==> src/rtl/pipeline_core_hz.sv <==
// pipeline_core_hz: 5-stage MIPS datapath with built-in hazard detection, forwarding, regfile and ALU
module pipeline_core_hz #(
    parameter int              XLEN     = 32,
    parameter logic [XLEN-1:0] RESET_PC = '0,
    parameter int              CNT_W    = 16
) (
    input  logic             clk,
    input  logic             reset,
    input  logic             enable,
    output logic [XLEN-1:0]  pcf,
    input  logic [31:0]      instrf,
    output logic [31:0]      instrd,
    input  logic [9:0]       ctrld,
    output logic [XLEN-1:0]  aluoutm,
    output logic [XLEN-1:0]  writedatam,
    output logic             memwritem,
    output logic             memreadm,
    input  logic [XLEN-1:0]  readdatam,
    input  logic             dmem_ready,
    output logic [CNT_W-1:0] stall_count
);
    logic [XLEN-1:0] rf [32];
    logic [XLEN-1:0] pcplus4f, pcplus4d, pcnext, signimmd, pcbranchd, pcjumpd;
    logic [XLEN-1:0] rd1d, rd2d, cmpa, cmpb;
    logic [4:0]      rsd, rtd, rdd;
    logic            branchd, jumpd, eqd, pcsrcd;
    logic            regwritee, memtorege, memwritee, alusrce, regdste;
    logic [2:0]      alucontrole;
    logic [XLEN-1:0] rd1e, rd2e, signimme, srcae, srcbe, writedatae, aluoute;
    logic [4:0]      rse, rte, rde, writerege;
    logic            regwritem, memtoregm;
    logic [4:0]      writeregm;
    logic            regwritew, memtoregw;
    logic [XLEN-1:0] readdataw, aluoutw, resultw;
    logic [4:0]      writeregw;
    logic            lwstall, branchstall, hz, memwait, redirect;

    assign rsd       = instrd[25:21];
    assign rtd       = instrd[20:16];
    assign rdd       = instrd[15:11];
    assign branchd   = ctrld[1];
    assign jumpd     = ctrld[0];
    assign pcplus4f  = pcf + XLEN'(4);
    assign signimmd  = {{(XLEN-16){instrd[15]}}, instrd[15:0]};
    assign pcbranchd = pcplus4d + (signimmd << 2);
    assign pcjumpd   = {pcplus4d[XLEN-1:28], instrd[25:0], 2'b00};
    assign resultw   = memtoregw ? readdataw : aluoutw;
    assign memreadm  = memtoregm;
    assign writerege = regdste ? rde : rte;

    // decode-stage register reads with write-back bypass, branch compare with M forwarding
    always_comb begin
        rd1d = (rsd == 5'd0) ? '0 : (regwritew && rsd == writeregw) ? resultw : rf[rsd];
        rd2d = (rtd == 5'd0) ? '0 : (regwritew && rtd == writeregw) ? resultw : rf[rtd];
        cmpa = (rsd != 5'd0 && regwritem && rsd == writeregm) ? aluoutm : rd1d;
        cmpb = (rtd != 5'd0 && regwritem && rtd == writeregm) ? aluoutm : rd2d;
        eqd = cmpa == cmpb;
        pcsrcd = jumpd | (branchd & eqd);
    end

    // hazard detection and next-PC selection; memory wait dominates everything
    always_comb begin
        lwstall = memtorege && (rte == rsd || rte == rtd);
        branchstall = branchd &&
            ((regwritee && writerege != 5'd0 && (writerege == rsd || writerege == rtd)) ||
             (memtoregm && writeregm != 5'd0 && (writeregm == rsd || writeregm == rtd)));
        hz = lwstall | branchstall;
        memwait = (memreadm | memwritem) & ~dmem_ready;
        redirect = pcsrcd & ~hz & ~memwait;
        pcnext = !redirect ? pcplus4f : jumpd ? pcjumpd : pcbranchd;
    end

    // execute-stage operand forwarding (M before W) and ALU
    always_comb begin
        srcae = (rse != 5'd0 && regwritem && rse == writeregm) ? aluoutm :
                (rse != 5'd0 && regwritew && rse == writeregw) ? resultw : rd1e;
        writedatae = (rte != 5'd0 && regwritem && rte == writeregm) ? aluoutm :
                     (rte != 5'd0 && regwritew && rte == writeregw) ? resultw : rd2e;
        srcbe = alusrce ? signimme : writedatae;
        aluoute = (alucontrole == 3'b010) ? srcae + srcbe :
                  (alucontrole == 3'b110) ? srcae - srcbe :
                  (alucontrole == 3'b000) ? (srcae & srcbe) :
                  (alucontrole == 3'b001) ? (srcae | srcbe) :
                  (alucontrole == 3'b111) ? XLEN'($signed(srcae) < $signed(srcbe)) : '0;
    end

    // PC and F->D register: held on any stall, decode slot flushed on redirect
    always_ff @(posedge clk or posedge reset) begin
        if (reset) begin
            pcf <= RESET_PC;
            instrd <= '0;
            pcplus4d <= '0;
        end else if (enable && !memwait && !hz) begin
            pcf <= pcnext;
            instrd <= redirect ? '0 : instrf;
            pcplus4d <= redirect ? '0 : pcplus4f;
        end
    end

    // D->E register: bubble on hazard; while memory waits the held instruction keeps its
    // operands current, since the W-stage producer it forwards from drains into a bubble
    always_ff @(posedge clk or posedge reset) begin
        if (reset) begin
            {regwritee, memtorege, memwritee, alucontrole, alusrce, regdste} <= '0;
            {rd1e, rd2e, signimme} <= '0;
            {rse, rte, rde} <= '0;
        end else if (enable) begin
            if (memwait) begin
                rd1e <= srcae;
                rd2e <= writedatae;
            end else if (hz) begin
                {regwritee, memtorege, memwritee, alucontrole, alusrce, regdste} <= '0;
                {rd1e, rd2e, signimme} <= '0;
                {rse, rte, rde} <= '0;
            end else begin
                {regwritee, memtorege, memwritee, alucontrole, alusrce, regdste} <= ctrld[9:2];
                rd1e <= rd1d;
                rd2e <= rd2d;
                signimme <= signimmd;
                rse <= rsd;
                rte <= rtd;
                rde <= rdd;
            end
        end
    end

    // E->M register: frozen while the memory access is outstanding
    always_ff @(posedge clk or posedge reset) begin
        if (reset) begin
            {regwritem, memtoregm, memwritem} <= '0;
            aluoutm <= '0;
            writedatam <= '0;
            writeregm <= '0;
        end else if (enable && !memwait) begin
            regwritem <= regwritee;
            memtoregm <= memtorege;
            memwritem <= memwritee;
            aluoutm <= aluoute;
            writedatam <= writedatae;
            writeregm <= writerege;
        end
    end

    // M->W register: takes a bubble while the memory access is outstanding
    always_ff @(posedge clk or posedge reset) begin
        if (reset) begin
            {regwritew, memtoregw} <= '0;
            readdataw <= '0;
            aluoutw <= '0;
            writeregw <= '0;
        end else if (enable) begin
            regwritew <= regwritem & ~memwait;
            memtoregw <= memtoregm;
            readdataw <= readdatam;
            aluoutw <= aluoutm;
            writeregw <= writeregm;
        end
    end

    // register file write port; r0 is never written
    always_ff @(posedge clk or posedge reset) begin
        if (reset) begin
            for (int i = 0; i < 32; i++) rf[i] <= '0;
        end else if (enable && regwritew && writeregw != 5'd0) begin
            rf[writeregw] <= resultw;
        end
    end

    // saturating count of cycles lost to hazards or memory waits
    always_ff @(posedge clk or posedge reset) begin
        if (reset) stall_count <= '0;
        else if (enable && (hz || memwait) && !(&stall_count)) stall_count <= stall_count + 1'b1;
    end
endmodule

==> config.mk <==
export PLATFORM = sky130hd
export DESIGN_NAME = pipeline_core_hz
export DESIGN_NICKNAME = d
export VERILOG_FILES = /design/src/rtl/pipeline_core_hz.sv
export SDC_FILE = /design/constraint.sdc
export NUM_CORES = 2
export LEC_CHECK = 0
export ABC_CLOCK_PERIOD_IN_PS = 67000
export BUFFER_PORTS_ARGS = -buffer_cell sky130_fd_sc_hd__buf_4
export CELL_PAD_IN_SITES_DETAIL_PLACEMENT = 1
export CELL_PAD_IN_SITES_GLOBAL_PLACEMENT = 2
export CORE_MARGIN = 8
export CORE_UTILIZATION = 35
export CTS_CLUSTER_DIAMETER = 30
export DETAILED_ROUTE_END_ITERATION = 7
export PLACE_DENSITY_LB_ADDON = 0.1
export SLEW_MARGIN = 20
export SYNTH_ARGS = -nofsm -noshare
export SYNTH_HDL_FRONTEND = slang
export SYNTH_SLANG_ARGS = --single-unit
==> constraint.sdc <==
create_clock -name clk -period 67 [get_ports clk]
set_input_delay 0 -clock clk [delete_from_list [all_inputs] [get_ports clk]]
set_output_delay 0 -clock clk [all_outputs]
set_load 0.03 [all_outputs]
# --- After elaboration in Yosys (flattened, before gate mapping) ---
# Index checks and enable logic that the tools add are counted.
totals:
  register_bits: 1398
  inputBits: 78
  output_inout_bits: 146
  wordCells: 196
op_classes:
  n_addsub: 5
  n_lt_le_gt_ge: 5
  n_eq_ne: 19
  n_mux: 45
  bitwise: 16
  n_reduce_logical: 47
op_table:
  columns: ["operator", "n"]
  rows:
  - ["$bwmux 1024", 1]
  - ["$mux 32", 30]
  - ["$bmux 32 s5", 2]
  - ["$demux 32 s5", 1]
  - ["$eq 5x5->1", 14]
  - ["$add 32x32->32", 2]
  - ["$reduce_bool 5->1", 7]
  - ["$add 32x3->32 const B", 1]
  - ["$and 32x32->32", 1]
  - ["$eq 32x32->1", 1]
  - ["$lt 32x32->1", 1]
  - ["$or 32x32->32", 1]
  - ["$sub 32x32->32", 1]
  - ["$logic_and 1x1->1", 27]
  - ["$mux 5", 4]
  - ["$ge 6x6->1 const B", 3]
  - ["$not 5->6", 3]
  - ["$add 16x1->16 const B", 1]
  - ["$reduce_and 16->1", 1]
  - ["$logic_not 5->1", 2]
  - ["$eq 3x3->1 const B", 2]
  - ["$lt 6x1->1 const B", 1]
  - ["$mux 1", 6]
  - ["$and 1x1->1", 5]
  - ["other kinds (9)", 19]

# --- Logic depth before layout (Yosys ltp) ---
logic_depth:
  word_depth: 13
  depth_mapped: 26
  ltp_nobuf: 24

# --- Least setup slack after synthesis ---
# Ideal clock, no wire load.
synth_path:
  path_kind: "register to register"
  start: "reg writeregw[4]"
  end: "reg aluoutm[28]"
  setup_ps: 121
  t_arrival_ps: 5816
  required_time_ps: 66879
  setup_slack_ps: 61063
  path_stages_with_launch: 25
  path_buffers: 2
  synth_period_minus_slack_ps: 5937
  path_cell_list: "dfrtp_1 -> clkbuf_1 -> xnor2_1 -> nand3_1 -> nor4_1 -> clkbuf_1 -> nand2_1 -> o21ai_0 -> o21ai_0 -> mux2_2 -> ha_1 -> fa_1 -> a21oi_1 -> o21bai_1 -> a21oi_1 -> nor4_1 -> o31ai_1 -> a21oi_1 -> o41ai_1 -> o21ai_0 -> a41oi_1 -> nor4bb_1 -> a311oi_1 -> a211oi_1 -> o22a_1"
synth_via:
  elab_chain_cells: 10
  elab_cells_between_ends: 17
  cone_classes: "add/sub: 2; eq/ne: 2; mux: 9; bitwise: 2; reduce/logical: 2"
synth_lines:
  columns: ["element", "line_no", "text"]
  rows:
  - ["from (decl)", "35", "logic [4:0] writeregw;"]
  - ["from (signal assigned)", "156", "writeregw <= writeregm;"]
  - ["parallel branches: the longest is 9 deep, another holds $sub 32x32->32", null, null]
  - ["$mux 32 (*)", "80", "aluoute = (alucontrole == 3'b010) ? srcae + srcbe :"]
  - ["to (signal assigned)", "138", "aluoutm <= aluoute;"]
  - ["to (decl)", "14", "output logic [XLEN-1:0] aluoutm,"]
# Mark *: on every way between the ends.
# A chain may end at the register's enable or synchronous reset.

# --- Worst setup path after layout ---
layout_path:
  start: "reg instrd[21]"
  end: "reg pcf[19]"
layout_via:
  elab_chain_cells: 13
  elab_cells_between_ends: 35
  cone_classes: "eq/ne: 6; mux: 7; bitwise: 7; reduce/logical: 15"
layout_lines:
  columns: ["element", "line_no", "text"]
  rows:
  - ["from (decl)", "12", "output logic [31:0] instrd,"]
  - ["from (signal assigned)", "95", "instrd <= redirect ? '0 : instrf;"]
  - ["$not 5->6 (implied by the code)", "53", "rd1d = (rsd == 5'd0) ? '0 : (regwritew && rsd == writeregw) ? resultw : rf[rsd];"]
  - ["$bmux 32 s5", "53", null]
  - ["$mux 32 (implied by the code) (2 in a row)", "53", null]
  - ["$mux 32 (2 in a row)", "53", null]
  - ["$mux 32", "55", "cmpa = (rsd != 5'd0 && regwritem && rsd == writeregm) ? aluoutm : rd1d;"]
  - ["$eq 32x32->1", "57", "eqd = cmpa == cmpb;"]
  - ["$and 1x1->1", "58", "pcsrcd = jumpd | (branchd & eqd);"]
  - ["$or 1x1->1", "58", null]
  - ["$and 1x1->1 (2 in a row)", "69", "redirect = pcsrcd & ~hz & ~memwait;"]
  - ["$mux 32", "70", "pcnext = !redirect ? pcplus4f : jumpd ? pcjumpd : pcbranchd;"]
  - ["to (signal assigned)", "94", "pcf <= pcnext;"]
  - ["to (decl)", "10", "output logic [XLEN-1:0] pcf,"]
# Several ways; a longest one is shown, not always the timed one. The select of a mux whose other input is x is not followed.

==> results list <==
- STA puts the critical path data arrival time at 10590 ps.
- Delay of the slowest critical-path stage: around 890 ps
* Peak ir drop on the vdd network: 0.0248 mV
* Post-CTS repair timing setup buffer count: 0
- Multi-input combinational cell area: approximately 0.04 sq mm
* CP cell instances: buf_4, buf_4, buf_4, buf_4, mux4_2, a22oi_1, a21oi_1, o21ai_0, o21ai_0, o211ai_1, o211ai_1, a22oi_1, nand4_1, buf_4, or3_1, nand2_1, o21ai_0, a221o_1
- Clock period minus final worst setup slack: 9800 ps
- Together, buffers and inverters on the worst path number 5.
- Wirelength per Cell: around 32 microns
* Area of the die: 0.239 sq mm
- Count of nets after finishing: 8439
* Worst max-slew margin expressed relative to the limit: 9.32%
- Remaining global-route overflow: 0
* Cell types with the largest area share after synthesis: sky130_fd_sc_hd__dfrtp_1, sky130_fd_sc_hd__mux4_2, sky130_fd_sc_hd__o21ai_0
* Depth of the CTS H-tree: 5
* Largest net degree at the start of global routing: ~150
* Top cell type's share of synthesized area: a little over two fifths
- After synthesis, the mean cell area works out to approximately 9.9 sq um.
- After detailed placement, the total cell area comes to roughly 0.083 sq mm.
* Post-route standard cell area excluding fillers: 0.0992 sq mm
- Vias per std cell: between 5 and 6
- Cells resized by post-CTS repair: 0
* Worst-path maximum fanout: 36
* Commonest register cell after synthesis: sky130_fd_sc_hd__dfrtp_1
- In this run, synthesis produced a sequential element count of ~1400.
* Number of buffers on the longest clock path: 4
- Of all flip-flops after synthesis, the portion carrying an async set or reset was between 90% and 100%.
- For this run, the share of the core covered by cells in the final layout is 44.6%.
- Final TNS setup: 0 ps
* Initial standard-cell utilization of the core: a little over a third
- The pre-antenna-repair detailed-routing pass consisted of 5 iterations.
* Setup repair after global routing missed its margin: no
* Overall fraction of global-route tracks in use: 30.1%
- Buffers inserted to repair hold after CTS numbered 166.
* Final hold violations: 0
- Number of I/O port buffers: approximately 220
- The cell count after synthesis came out at 7920.
- The root buffer cell chosen for the clock tree is sky130_fd_sc_hd__clkbuf_16.
- Synth cell count leaders: sky130_fd_sc_hd__dfrtp_1, sky130_fd_sc_hd__nand2_1, sky130_fd_sc_hd__nor2_1, sky130_fd_sc_hd__o21ai_0, sky130_fd_sc_hd__a21oi_1
* Filler cell count: 24100
* Crit path max-delay cell type: sky130_fd_sc_hd__nand2_1
- In this run the core area contains 173 standard-cell rows.
- For this block, the routed nets add up to 368000 microns of wire.
* Iter 0 DRT Violations: 5933
* Std-Cell Core Area: 0.223 sq mm
- Routability-driven placement finished with a final weighted congestion of ~0.90.
- In the post-synthesis netlist, the cell with the most instances is sky130_fd_sc_hd__dfrtp_1.
* Worst path required time: 67790 ps
* Area growth from synthesis to layout: 26.5%
- Worst hold-check path type: input port to register
- Setup violators final: 0
* Total number of yosys warnings: 0
- about 220 I/O pins were placed.
- In the final layout, the share of cells above drive strength 1 is between 20% and 30%.
- In the routed design, unresolved DRC markers number 0.
- CTS saw 1377 sinks.
- Top cell family by delay on the critical path: buffers and inverters
- Power Dens Cells: 55.5 mW/mm^2
* Worst setup path category: register to register
* Cell area after synthesis: 0.0784 sq mm
- The synthesized design contains 0 enable-type register cells.
- Summed over all instances, the cell type with the most area after synthesis is sky130_fd_sc_hd__dfrtp_1.
- Endpoint kind of the worst setup timing path: register
* Pin slew with the least headroom to its limit: 1350 ps
- Kind of start point of the critical path: register
* Number of maximum-capacitance violations: 0
- Setup slack closes at 57200 ps.
- Number of distinct library cells after synthesis: about 90
* Static Leak: between 40 and 50 nW
* Fin crit share: 14.6%
- Timing would allow up to 102 MHz.
- The sequential cells in the finished layout cover a total of 0.0345 sq mm.
- Net count after synthesis: 8128
* Die height: roughly 500 microns
- Final Total Pwr: 5.50 mW
- From left edge to right edge, the die measures 489 microns.
- TritonCTS built the clock tree.
- Clock Skew: ~85 ps
- Routed Antenna Nets: 0
- Most frequent cell on the critical path: sky130_fd_sc_hd__buf_4
- Vias post-DR: between 60000 and 70000
- Inserted Clock Buffers: 413
- Clock-pin slew reported for the worst setup and hold paths after clock tree synthesis: 50 ps
- Vias in the first global route: 71300
- Summing the sequential cell areas from Yosys gives 44.0% of the chip area.
- First-pass GRT wire length: 533000 microns
- Worst slack, placed: ~57000 ps
- The clock reaches the later pin of the worst-skew pair after 990 ps.
- The final-report max-slew violation count was 0.
- Antenna violations before repair: 25
* Result of the run: complete, no violations
- Half-perimeter wire length after detailed placement: 235000 microns
==> routing by layer <==
layer | vias to the layer above | global-route usage [%] | wire [microns]
met2 | 2501 | 47.9 | 169000
li1 | 29500 | - | -
met5 | - | 0 | 28
met4 | 4 | 12.2 | 16600
met1 | 36000 | 40.8 | 159000
met3 | 804 | 5.43 | 23200
==> tightest hold or removal path, stage by stage <==
cell,delay (ps)
sky130_fd_sc_hd__dlygate4sd3_1,560
sky130_fd_sc_hd__buf_6,250
sky130_fd_sc_hd__a31oi_1,180
==> final timing paths <==
check | from | end | depth (start not counted) | slack, ps
max | instrd[21] | pcf[19] | 18 | 57200
min | enable | rd2e[21] | 3 | 130
max reg2reg | instrd[21] | pcf[19] | 18 | 57200
min reg2reg | rf[997] | rf[997] | 0 | 400
max in group asynchronous | reset | rf[367] | 10 | 61540
min in group asynchronous | reset | aluoutm[26] | 4 | 350
==> state kept, by name (all words and copies together) (netlist names), 3 cells and up <==
register     count
readdataw       32
aluoutm         32
aluoutw         32
rd2e            32
writedatam      32
rse              5
signimme        16
alucontrole      3
rf            1024
pcplus4d        32
stall_count     16
instrd          32
writeregm        5
writeregw        5
rte              5
rd1e            32
pcf             32
==> layout make-up <==
| type | count | area share [%] |
|---|---|---|
| flip-flops and latches | 1377 | 34.8 |
| multi-input cells | 5682 | 41.3 |
| diodes | 6 | 0.0151 |
| repair buffers | 633 | 5.36 |
| clock inverters | 167 | 2.23 |
| inverters | 124 | 0.477 |
| well taps | 2975 | 3.75 |
| clock buffers | 583 | 12.1 |
==> power by group <==
part,total (mW),internal [mW],switching [mW],leakage [nW]
Clock,1.99,1.41,0.581,6.96
Sequential,1.22,1.00,0.218,18.6
Combinational,2.30,0.771,1.52,16.8
Total,5.50,3.18,2.32,42.4
==> layout by cell type, fill, tap and decap left out, types with 31 or more instances in the layout <==
master                             n
sky130_fd_sc_hd__o21ai_0         802
sky130_fd_sc_hd__nor2_1          813
sky130_fd_sc_hd__a21oi_1         778
sky130_fd_sc_hd__buf_4           456
sky130_fd_sc_hd__clkbuf_1         72
sky130_fd_sc_hd__nand4_1          36
sky130_fd_sc_hd__a22oi_1          99
sky130_fd_sc_hd__a21o_1           33
sky130_fd_sc_hd__dfrtp_1        1366
sky130_fd_sc_hd__mux2_2          129
sky130_fd_sc_hd__dlygate4sd3_1   166
sky130_fd_sc_hd__clkbuf_8         93
sky130_fd_sc_hd__o22ai_1          67
sky130_fd_sc_hd__a31oi_1          38
sky130_fd_sc_hd__a22o_1          115
sky130_fd_sc_hd__o211ai_1         36
sky130_fd_sc_hd__clkinv_2         74
sky130_fd_sc_hd__xnor2_1         101
sky130_fd_sc_hd__nand2_1         981
sky130_fd_sc_hd__a221oi_1         55
sky130_fd_sc_hd__xor2_1           42
sky130_fd_sc_hd__bufinv_16        47
sky130_fd_sc_hd__o21a_1           35
sky130_fd_sc_hd__nand3_1          80
sky130_fd_sc_hd__inv_1           118
sky130_fd_sc_hd__o221ai_1         31
sky130_fd_sc_hd__mux2i_4          32
sky130_fd_sc_hd__clkbuf_16       418
sky130_fd_sc_hd__ha_1            127
sky130_fd_sc_hd__nor3_1           66
sky130_fd_sc_hd__a211oi_1         35
sky130_fd_sc_hd__mux2i_1         207
sky130_fd_sc_hd__mux4_2          442
==> metrics by stage <==
step,cells,hold WS (ps)
6_report,11500,133
5_1_grt,11500,125
4_1_cts,11500,54.1
3_5_place_dp,10600,139
3_3_place_gp,10600,143
2_1_floorplan,7920,117
==> kinds of logic (layout without fill, tap and decap cells) <==
group / count (synthesis) / after routing / share of synthesized area [%]
AOI/OAI and AO/OA: 2330 / 2330 / 17.7
xor gates and xnor gates: 143 / 143 / 1.60
adders and majority gates: 130 / 130 / 2.10
buffers and inverters: 861 / 1507 / 4.78
DFF: 1377 / 1377 / 44.0
muxes: 810 / 810 / 17.6
other: 0 / 6 / 0
and+or+nand+nor: 2269 / 2269 / 12.2
Power figures use the tool's default switching activity.
